File: config.mk
export PLATFORM = sky130hd
export DESIGN_NAME = keycode_tracker
export DESIGN_NICKNAME = d
export VERILOG_FILES = /design/src/rtl/keymap_pkg.sv /design/src/rtl/kt_sync_fifo.sv /design/src/rtl/keycode_tracker.sv
export SDC_FILE = /design/constraint.sdc
export NUM_CORES = 1
export LEC_CHECK = 0
export BUFFER_PORTS_ARGS = -buffer_cell sky130_fd_sc_hd__buf_2
export CORE_UTILIZATION = 58
export CTS_CLUSTER_DIAMETER = 60
export DETAILED_ROUTE_END_ITERATION = 8
export PLACE_DENSITY = 0.76
export SLEW_MARGIN = 20
export SYNTH_ARGS = -nofsm -noshare
export SYNTH_HDL_FRONTEND = slang
export SYNTH_SLANG_ARGS = --single-unit
File: constraint.sdc
create_clock -name Clk -period 3.5 [get_ports Clk]
set_input_delay 0.7 -clock Clk [delete_from_list [all_inputs] [get_ports Clk]]
set_output_delay 0.7 -clock Clk [all_outputs]
set_load 0.01 [all_outputs]
File: src/rtl/keymap_pkg.sv
// Shared keyboard definitions: action/direction encodings, per-player keymap, event layout.
package keymap_pkg;

  typedef enum logic [2:0] {
    ACT_UP    = 3'd0,
    ACT_DOWN  = 3'd1,
    ACT_LEFT  = 3'd2,
    ACT_RIGHT = 3'd3,
    ACT_BOMB  = 3'd4
  } action_e;

  typedef enum logic [2:0] {
    DIR_NONE  = 3'd0,
    DIR_UP    = 3'd1,
    DIR_DOWN  = 3'd2,
    DIR_LEFT  = 3'd3,
    DIR_RIGHT = 3'd4
  } dir_e;

  localparam int KEY_W       = 8;
  localparam int NUM_ACTIONS = 5;
  localparam int NUM_DIRS    = 4;
  localparam int DIR_W       = 3;
  localparam int PLAYER_W    = 1;
  localparam int ACTION_W    = 3;
  localparam int EV_W        = PLAYER_W + ACTION_W + 1;

  // P0: W S A D Space, P1: arrows and Enter (USB HID usage codes).
  localparam logic [KEY_W-1:0] KEYMAP [0:1][0:NUM_ACTIONS-1] = '{
    '{8'h1A, 8'h16, 8'h04, 8'h07, 8'h2C},
    '{8'h52, 8'h51, 8'h50, 8'h4F, 8'h28}
  };

  function automatic logic [EV_W-1:0] pack_event(input logic [PLAYER_W-1:0] player,
                                                 input logic [ACTION_W-1:0] action,
                                                 input logic is_press);
    return {player, action, is_press};
  endfunction

endpackage

File: src/rtl/kt_sync_fifo.sv
// Single-clock FIFO with registered occupancy count; a pop frees a slot for a push in the same cycle.
module kt_sync_fifo #(
  parameter int WIDTH = 5,
  parameter int DEPTH = 8
) (
  input  logic             clk,
  input  logic             rst,
  input  logic             push,
  input  logic [WIDTH-1:0] push_data,
  output logic             push_ready,
  input  logic             pop_ready,
  output logic             pop_valid,
  output logic [WIDTH-1:0] pop_data,
  output logic             full,
  output logic             empty
);

  localparam int AW = $clog2(DEPTH);
  localparam int CW = $clog2(DEPTH + 1);

  logic [WIDTH-1:0] mem_r [DEPTH];
  logic [AW-1:0]    wr_ptr_r;
  logic [AW-1:0]    rd_ptr_r;
  logic [CW-1:0]    count_r;
  logic             do_push;
  logic             do_pop;

  assign full       = (count_r == CW'(DEPTH));
  assign empty      = (count_r == {CW{1'b0}});
  assign do_pop     = pop_ready & ~empty;
  assign push_ready = ~full | do_pop;
  assign do_push    = push & push_ready;
  assign pop_valid  = ~empty;
  assign pop_data   = mem_r[rd_ptr_r];

  always_ff @(posedge clk) begin
    if (do_push) begin
      mem_r[wr_ptr_r] <= push_data;
    end
  end

  always_ff @(posedge clk) begin
    if (rst) begin
      wr_ptr_r <= {AW{1'b0}};
      rd_ptr_r <= {AW{1'b0}};
      count_r  <= {CW{1'b0}};
    end else begin
      if (do_push) wr_ptr_r <= wr_ptr_r + AW'(1);
      if (do_pop)  rd_ptr_r <= rd_ptr_r + AW'(1);
      case ({do_push, do_pop})
        2'b10:   count_r <= count_r + CW'(1);
        2'b01:   count_r <= count_r - CW'(1);
        default: count_r <= count_r;
      endcase
    end
  end

endmodule

File: src/rtl/keycode_tracker.sv
// Multi-slot, multi-player keycode decoder producing held/press flags, resolved
// directions, the HEX last-keycode register and a buffered press/release event stream.
module keycode_tracker
  import keymap_pkg::*;
#(
  parameter int NUM_SLOTS   = 2,
  parameter int NUM_PLAYERS = 2,
  parameter int FIFO_DEPTH  = 8
) (
  input  logic                         Clk,
  input  logic                         Reset,
  input  logic [8*NUM_SLOTS-1:0]       keycode,
  output logic [5*NUM_PLAYERS-1:0]     held,
  output logic [5*NUM_PLAYERS-1:0]     press,
  output logic [3*NUM_PLAYERS-1:0]     dir,
  output logic [7:0]                   last_keycode,
  output logic                         ev_valid,
  output logic [EV_W-1:0]              ev_data,
  input  logic                         ev_ready,
  output logic                         ev_overflow
);

  localparam int NA = NUM_ACTIONS * NUM_PLAYERS;

  logic [NA-1:0]          hit_s;
  logic [NA-1:0]          held_r;
  logic [NA-1:0]          press_r;
  logic [NA-1:0]          rel_r;
  logic [7:0]             last_keycode_r;
  logic [NA-1:0]          press_pend_r;
  logic [NA-1:0]          rel_pend_r;
  logic [NA-1:0]          press_pend_n_s;
  logic [NA-1:0]          rel_pend_n_s;
  logic                   overflow_r;
  logic                   overflow_hit_s;
  logic [NA-1:0]          sel_hot_s;
  logic [PLAYER_W-1:0]    sel_player_s;
  logic [ACTION_W-1:0]    sel_action_s;
  logic                   sel_press_s;
  logic                   emit_s;
  logic [NA-1:0]          clr_p_s;
  logic [NA-1:0]          clr_r_s;
  logic                   push_ready_s;
  logic                   fifo_full_s;
  logic                   fifo_empty_s;
  logic [NUM_PLAYERS-1:0][1:0]       last_dir_r;
  logic [NUM_PLAYERS-1:0][1:0]       last_dir_n_s;
  logic [DIR_W*NUM_PLAYERS-1:0]      dir_r;
  logic [DIR_W*NUM_PLAYERS-1:0]      dir_n_s;

  always_comb begin
    hit_s = {NA{1'b0}};
    for (int p = 0; p < NUM_PLAYERS; p++) begin
      for (int a = 0; a < NUM_ACTIONS; a++) begin
        for (int s = 0; s < NUM_SLOTS; s++) begin
          hit_s[p*NUM_ACTIONS+a] = hit_s[p*NUM_ACTIONS+a] |
            ((keycode[s*8 +: 8] != 8'h00) && (keycode[s*8 +: 8] == KEYMAP[p][a]));
        end
      end
    end
  end

  // Registered held flags with rise/fall pulses; the pulses feed the pending bits next cycle.
  always_ff @(posedge Clk) begin
    if (Reset) begin
      held_r         <= {NA{1'b0}};
      press_r        <= {NA{1'b0}};
      rel_r          <= {NA{1'b0}};
      last_keycode_r <= 8'h00;
    end else begin
      held_r  <= hit_s;
      press_r <= hit_s & ~held_r;
      rel_r   <= ~hit_s & held_r;
      if (keycode[7:0] != 8'h00) last_keycode_r <= keycode[7:0];
    end
  end

  // Descending scan so the lowest pending index ends up selected.
  always_comb begin
    sel_hot_s    = {NA{1'b0}};
    sel_player_s = {PLAYER_W{1'b0}};
    sel_action_s = {ACTION_W{1'b0}};
    for (int p = NUM_PLAYERS - 1; p >= 0; p--) begin
      for (int a = NUM_ACTIONS - 1; a >= 0; a--) begin
        if (press_pend_r[p*NUM_ACTIONS+a] | rel_pend_r[p*NUM_ACTIONS+a]) begin
          sel_hot_s    = NA'(1) << (p*NUM_ACTIONS + a);
          sel_player_s = PLAYER_W'(p);
          sel_action_s = ACTION_W'(a);
        end else begin
          sel_hot_s = sel_hot_s;
        end
      end
    end
    sel_press_s = |(press_pend_r & sel_hot_s);
    emit_s      = (|(press_pend_r | rel_pend_r)) & push_ready_s;
    if (emit_s) begin
      clr_p_s = sel_press_s ? sel_hot_s : {NA{1'b0}};
      clr_r_s = sel_press_s ? {NA{1'b0}} : sel_hot_s;
    end else begin
      clr_p_s = {NA{1'b0}};
      clr_r_s = {NA{1'b0}};
    end
    press_pend_n_s = (press_pend_r & ~clr_p_s) | press_r;
    rel_pend_n_s   = (rel_pend_r & ~clr_r_s) | rel_r;
    overflow_hit_s = (|(press_r & press_pend_r & ~clr_p_s)) |
                     (|(rel_r & rel_pend_r & ~clr_r_s));
  end

  // Pending edge bits and the sticky coalescing flag.
  always_ff @(posedge Clk) begin
    if (Reset) begin
      press_pend_r <= {NA{1'b0}};
      rel_pend_r   <= {NA{1'b0}};
      overflow_r   <= 1'b0;
    end else begin
      press_pend_r <= press_pend_n_s;
      rel_pend_r   <= rel_pend_n_s;
      if (overflow_hit_s) overflow_r <= 1'b1;
    end
  end

  always_comb begin
    last_dir_n_s = last_dir_r;
    dir_n_s      = {(DIR_W*NUM_PLAYERS){1'b0}};
    for (int p = 0; p < NUM_PLAYERS; p++) begin
      logic [NUM_DIRS-1:0] dpress;
      logic [NUM_DIRS-1:0] dheld;
      logic [DIR_W-1:0]    lowest;
      dpress = press_r[p*NUM_ACTIONS +: NUM_DIRS];
      dheld  = held_r[p*NUM_ACTIONS +: NUM_DIRS];
      lowest = DIR_NONE;
      for (int a = NUM_DIRS - 1; a >= 0; a--) begin
        last_dir_n_s[p] = dpress[a] ? 2'(a) : last_dir_n_s[p];
        lowest          = dheld[a] ? DIR_W'(a + 1) : lowest;
      end
      if (dheld[last_dir_n_s[p]]) begin
        dir_n_s[p*DIR_W +: DIR_W] = {1'b0, last_dir_n_s[p]} + 3'd1;
      end else begin
        dir_n_s[p*DIR_W +: DIR_W] = lowest;
      end
    end
  end

  // Last-pressed direction memory and the resolved direction outputs.
  always_ff @(posedge Clk) begin
    if (Reset) begin
      last_dir_r <= '0;
      dir_r      <= {(DIR_W*NUM_PLAYERS){1'b0}};
    end else begin
      last_dir_r <= last_dir_n_s;
      dir_r      <= dir_n_s;
    end
  end

  kt_sync_fifo #(
    .WIDTH (EV_W),
    .DEPTH (FIFO_DEPTH)
  ) u_fifo (
    .clk        (Clk),
    .rst        (Reset),
    .push       (emit_s),
    .push_data  (pack_event(sel_player_s, sel_action_s, sel_press_s)),
    .push_ready (push_ready_s),
    .pop_ready  (ev_ready),
    .pop_valid  (ev_valid),
    .pop_data   (ev_data),
    .full       (fifo_full_s),
    .empty      (fifo_empty_s)
  );

  assign held         = held_r;
  assign press        = press_r;
  assign dir          = dir_r;
  assign last_keycode = last_keycode_r;
  assign ev_overflow  = overflow_r;

  logic unused_s;
  assign unused_s = fifo_full_s ^ fifo_empty_s;

endmodule

* After elaboration in Yosys (flattened, before gate mapping) *
Memory sizes are Yosys's and may differ from the RTL's. A register that Yosys moved wholly into a read port is not among the register bits.
Cells that the tools add are included.

storage, ports and cells
  bits in registers = 79
  memory bits (writable) = 40
  input port bits = 19
  logic and storage cells = 177
  memories kept = 1

cells by class
  add/subtract/negate cells = 6
  magnitude comparators = 2
  equal/unequal tests = 23
  muxes and demuxes = 61
  bitwise logic cells = 43
  reduce and logical (&&, ||, !) cells = 28

memory list
  memory        depth  bits a word  read ports  clocked after memory_dff  write ports  line                RTL
  u_fifo.mem_r  8      5            1           1                         1            kt_sync_fifo.sv:21  logic [WIDTH-1:0] mem_r [DEPTH];

operators by type and width
  cell                                                 count
  two-way mux 10 bit                                   14
  bitwise AND 10 bit                                   9
  two-way mux 3 bit                                    22
  equality test 8 x 7 -> 1 bit, second input constant  8
  NOT 10 bit                                           4
  OR reduction 10 bit                                  4
  equality test 8 x 3 -> 1 bit, second input constant  4
  equality test 8 x 5 -> 1 bit, second input constant  4
  equality test 8 x 6 -> 1 bit, second input constant  4
  OR 10 bit                                            3
  OR 1 bit                                             22
  logical AND 1 bit                                    20
  two-way mux 2 bit                                    8
  nonzero test 8 bit                                   2
  two-way mux 1 bit                                    14
  one-hot mux 4 bit (2 select lines)                   1
  adder 2 x 1 -> 3 bit, second input constant          2
  adder 3 x 1 -> 3 bit, second input constant          2
  < comparator 2 x 3 -> 1 bit, second input constant   2
  adder 4 x 1 -> 4 bit, second input constant          1
  binary-select mux 1 bit (select 2 bit)               2
  equality test 4 bit, second input constant           1
  logical NOT 4 bit                                    1
  subtractor 4 x 1 -> 4 bit, second input constant     1
  5 further kinds                                      8

* Depth between registers and ports, before layout *
  depth after elaboration = 19
  depth in mapped cells = 12
  mapped depth without buffers = 11

* Modules after synthesis *
From an unflattened synthesis, not the netlist that was laid out.

unflattened totals
  cells, all modules = 508
  area total of the unflattened synthesis = 5382.7 µm²

by module, submodules not included
  module           times used  cells an instance  area an instance (µm²)  sequential area each (µm²)
  keycode_tracker  1           365                3120.5                  1381.3
  kt_sync_fifo     1           143                2262.2                  1461.4

* Worst setup path before layout *
OpenSTA, ideal clock, no wires.

  path type = in2reg
  from = input port ev_ready
  to = register u_fifo.count_r[3]
  library setup time = 71 ps
  data arrival time = 2777 ps
  slack = 653 ps
  stages = 11
  path buffers = 1
  cells stage by stage = or3b_2 -> o21a_1 -> inv_1 -> buf_4 -> ha_1 -> ha_1 -> a21o_1 -> a21oi_1 -> xnor2_1 -> or3_1 -> a21oi_1

between the ends
  longest elaborated chain between the ends = 6

RTL lines
  what                                                                             line                   RTL
  start: declaration                                                               keycode_tracker.sv:19  input logic ev_ready,
  bitwise AND 1 bit (*)                                                            kt_sync_fifo.sv:30     assign do_pop = pop_ready & ~empty;
  OR 1 bit                                                                         kt_sync_fifo.sv:31     assign push_ready = ~full | do_pop;
  bitwise AND 1 bit                                                                keycode_tracker.sv:95  emit_s = (|(press_pend_r | rel_pend_r)) & push_ready_s;
  bitwise AND 1 bit                                                                kt_sync_fifo.sv:32     assign do_push = push & push_ready;
  equality test 2 x 1 -> 1 bit / equality test 2 bit (equally long branches)       kt_sync_fifo.sv:50     case ({do_push, do_pop})
  one-hot mux 4 bit (2 select lines) / nonzero test 2 bit (equally long branches)  --
  end signal: assignment                                                           kt_sync_fifo.sv:51     2'b10: count_r <= count_r + CW'(1);
  end signal: assignment                                                           kt_sync_fifo.sv:52     2'b01: count_r <= count_r - CW'(1);
  end signal: assignment                                                           kt_sync_fifo.sv:53     default: count_r <= count_r;
  end: declaration                                                                 kt_sync_fifo.sv:24     logic [CW-1:0] count_r;

Every way passes the cells marked *; elsewhere a longest branch is shown, timed or not.
A chain may end at the register's enable or synchronous reset.

==> results.md <==
- NumNets Final: 578
- Register area share after synthesis: 55.4%
- Hold Vio Cnt, Final: 0
- Fill cells: 615
- Layout Cell Area excl Fill: 6160 um2
- Clock share of power: 48.6%
- Fmax achieved: 338 MHz
- Mapped Area: 5130 um2
- Sequential power share: 42.3%
- Port Buffers: 59
- Die Area: 9230 um2
- Post-synthesis mux area share: 7.05%
- Critical path class: reg2out
- Number of enable flip-flop cells after synthesis: 40
- Clock Tree Buf Depth: 2
- Resize count post-CTS: 0
- Met2 usage: 45.6%
- Share of layout cells above drive strength 1: 22.3%
- Worst setup EP type: output pin
- Switching share of power: 22.5%
- Status: completed
- Max-cap viol count: 0
- Max-slew headroom: 42.5%
- NetSw: 0.816 mW
- Root buffer cell: clkbuf_8
- Met1 Usage GRT: 29.2%
- DR vias: 3987
- End point of the critical path: ev_data[4]
- Met3 Usage GRT: 7.03%
- Slowest CP cell: dfxtp_1
- Routed wire length: 10.9 mm
- CP Cell Sequence: mux4_2 > mux2_2 > buf_2
- Post-synth cell types: 60
- Drt drc: 0
- #FFs+latches synth: 122
- Fraction of registers with async set or reset after synthesis: 0%
- CTS tree: done
- Comb pwr share: 9.0%
- VDD IR max: 0.405 mV
- Largest family of logic cells by synthesized area: simple AND/OR/NAND/NOR gates
- Largest cells by area after synthesis: dfxtp_1 (32%), edfxtp_1 (23%), nor2_1 (5.0%)
- Final setup fails: 0
- Mapped Nets: 511
- Critical Path Fanout Max: 10
- Initial antenna violation count: 0
- Internal power: 2.82 mW
- Area growth syn-to-layout: 20.0%
- Simple-gate share of the synthesized area: 19.4%
- Gr busiest metal: met2
- Antenna-violating nets left: 0
- Mean Syn Cell Area: 10.6 um2
- GRT Total Usage: 25.9%
- Pleak: 2.46 nW
- Crit share post-route: 84.6%
- Initial cell density of the core: 61.2%
- Post-Synth XOR/XNOR Area: 1.19%
- CP Data Arrival Time: 2.26 ns
- Area leader, netlist: dfxtp_1
- Total CTS buffers: 17
- Vias per cell: 5.96
- Most frequent cells in the layout: dfxtp_1 (82), nor2_1 (68), buf_2 (59)
- Reg area: 2840 um2
- Routed WL per cell: 16.3 um
- Area of the multi-input gates: 2140 um2
- Detailed Place HPWL: 7.57 mm
- Pwr Density: 590 nW/um2
- Final core occ: 73.5%
- GPL Wtd Cong: 0.885
- Die Y: 96.1 um
- Die width: 96.1 um
- # Post-CTS Setup Buffers: 0
- Number of global-route vias before repair: 3654
- Worst Tran Pin Value: 0.861 ns
- First-pass GRT wire length: 17.3 mm
- Worst setup SP type: flop
- Antenna cells: 0
- Crit-path max cell delay: 0.74 ns
- Syn Inst Count: 484
- Worst-path clk slew: 0.05 ns
- Pin count of the biggest net entering global routing: 43
- Synth top area share: 32.0%
- CTS H-tree lvls: 4
- Initial drt markers: 297
- Total Power: 3.63 mW
- Crit path required time: 2.80 ns
- Clock Latency Late Sink: 0.52 ns
- Most common cell after layout, fill and taps aside: dfxtp_1
- Tightest Hold Check Type: reg2reg
- Area after DPL: 5530 um2
- Router iterations before antenna repair: 5
- I/O pins: 60
- Row count: 33
- Final Max Slew Viols: 0
- FF-to-FF End: u_fifo.count_r[3]$_SDFFE_PP0P_
- Yosys warning total: 0
- Num Clock Sinks: 122
- Ys flop type: dfxtp_1
- Synth Area in Compound Gates: 11.8%
- Hold_buf cts: 0
- R2R depth: 11
- Reg2reg start: press_pend_r[7]$_SDFF_PP0_
- FF-to-FF setup slack: 0.60 ns
- Adder-cell area share of the yosys netlist: 2.10%
- RSZ-0062 raised after global routing: false
- Gr ovfl total: 0
- Setup_tns: 0 ns
- Clock skew: 0.00856 ns
- Core area: 8380 um2
- Min cycle time layout: 2.96 ns
-- metrics by stage --
stage	worst slack, ns	hold WS, ns	std cells
5_1_grt	0.352	0.456	669
3_3_place_gp	0.620	0.429	637
2_1_floorplan	0.653	0.426	484
4_1_cts	0.461	0.426	669
6_report	0.538	0.443	669
3_5_place_dp	0.556	0.436	637
-- layout make-up --
| class | instances | area share [%] |
|---|---|---|
| timing repair buffer | 67 | 5.77 |
| inverter | 19 | 1.16 |
| tap | 105 | 2.13 |
| multi-input combinational | 324 | 34.7 |
| sequential | 122 | 46.2 |
| clock buffer | 23 | 8.33 |
| clock inverter | 9 | 1.73 |
-- power groups by stage --
stage / clock network [mW] / logic (mW) / registers, mW
final: 1.77 / 0.329 / 1.54
after global placement: 0 / 0.318 / 1.57
after global routing: 1.86 / 0.363 / 1.55
after CTS: 1.79 / 0.329 / 1.54
after detailed placement: 0 / 0.326 / 1.57
after floorplan: 0 / 0.266 / 1.54
-- cells in the mapped netlist (2+ instances only) --
cell type and n:
dfxtp_1 82, nor2_1 68, a21oi_1 43, edfxtp_1 40, nor3_1 27, nand2_1 24, inv_1 18, clkbuf_1 12
o21ai_0 11, and3b_1 10, mux4_2 10, nor2b_1 10, nor4_1 9, mux2i_1 8, nand3_1 8, a31oi_1 7
ha_1 7, a32oi_1 5, mux2_2 5, or3_1 5, and3_1 4, nor3b_1 4, xor2_1 4, a211oi_1 3
a22oi_1 3, buf_2 3, buf_4 3, nand4_1 3, nor4bb_1 3, o21bai_1 3, xnor2_1 3, a32o_1 2
a41oi_1 2, and2_1 2, nor4_2 2, nor4b_1 2, o211a_1 2, o211ai_1 2, o41ai_1 2, or2_2 2
or4_1 2
-- per-layer routing --
metal  vias to the layer above  share of wire (%)
met5                         -                  0
met4                         0                1.9
met3                        22                5.2
met2                       142                 51
met1                      1906                 42
li1                       1917                  -
-- sequential cells by signal (all words and copies together), names as in the netlist, 4 cells and up, named ones only --
name / cells
last_dir_r: 4
u_fifo.count_r: 4
held: 10
last_keycode: 8
u_fifo.mem_r: 40
rel_r: 10
press_pend_r: 10
rel_pend_r: 10
press: 10
dir: 6
-- cells by family after synthesis --
kind of cell,count (synthesis)
DFF,122
buffers and inverters,38
muxes,23
and+or+nand+nor,191
adders and majority gates,8
AOI/OAI and AO/OA,95
xor gates and xnor gates,7
-- critical path: cells and delay by family, from the launching register on --
kind | cells | cell delay [ns]
muxes | 2 | 0.86
DFF | 1 | 0.74
buffers and inverters | 1 | 0.14
-- worst min path at each step --
stage                        start                           end  slack (ns)  cells past startpoint
2_1_floorplan  rel_r[1]$_SDFF_PP0_      rel_pend_r[1]$_SDFF_PP0_        0.43                      2
3_3_place_gp    held[9]$_SDFF_PP0_           press[9]$_SDFF_PP0_        0.43                      1
3_5_place_dp    held[9]$_SDFF_PP0_           press[9]$_SDFF_PP0_        0.44                      1
4_1_cts                 keycode[7]  last_keycode[7]$_SDFFE_PP0P_        0.43                      3
5_1_grt                 keycode[6]  last_keycode[6]$_SDFFE_PP0P_        0.46                      3
6_report        held[9]$_SDFF_PP0_           press[9]$_SDFF_PP0_        0.44                      1
Power figures use the tool's default switching activity.
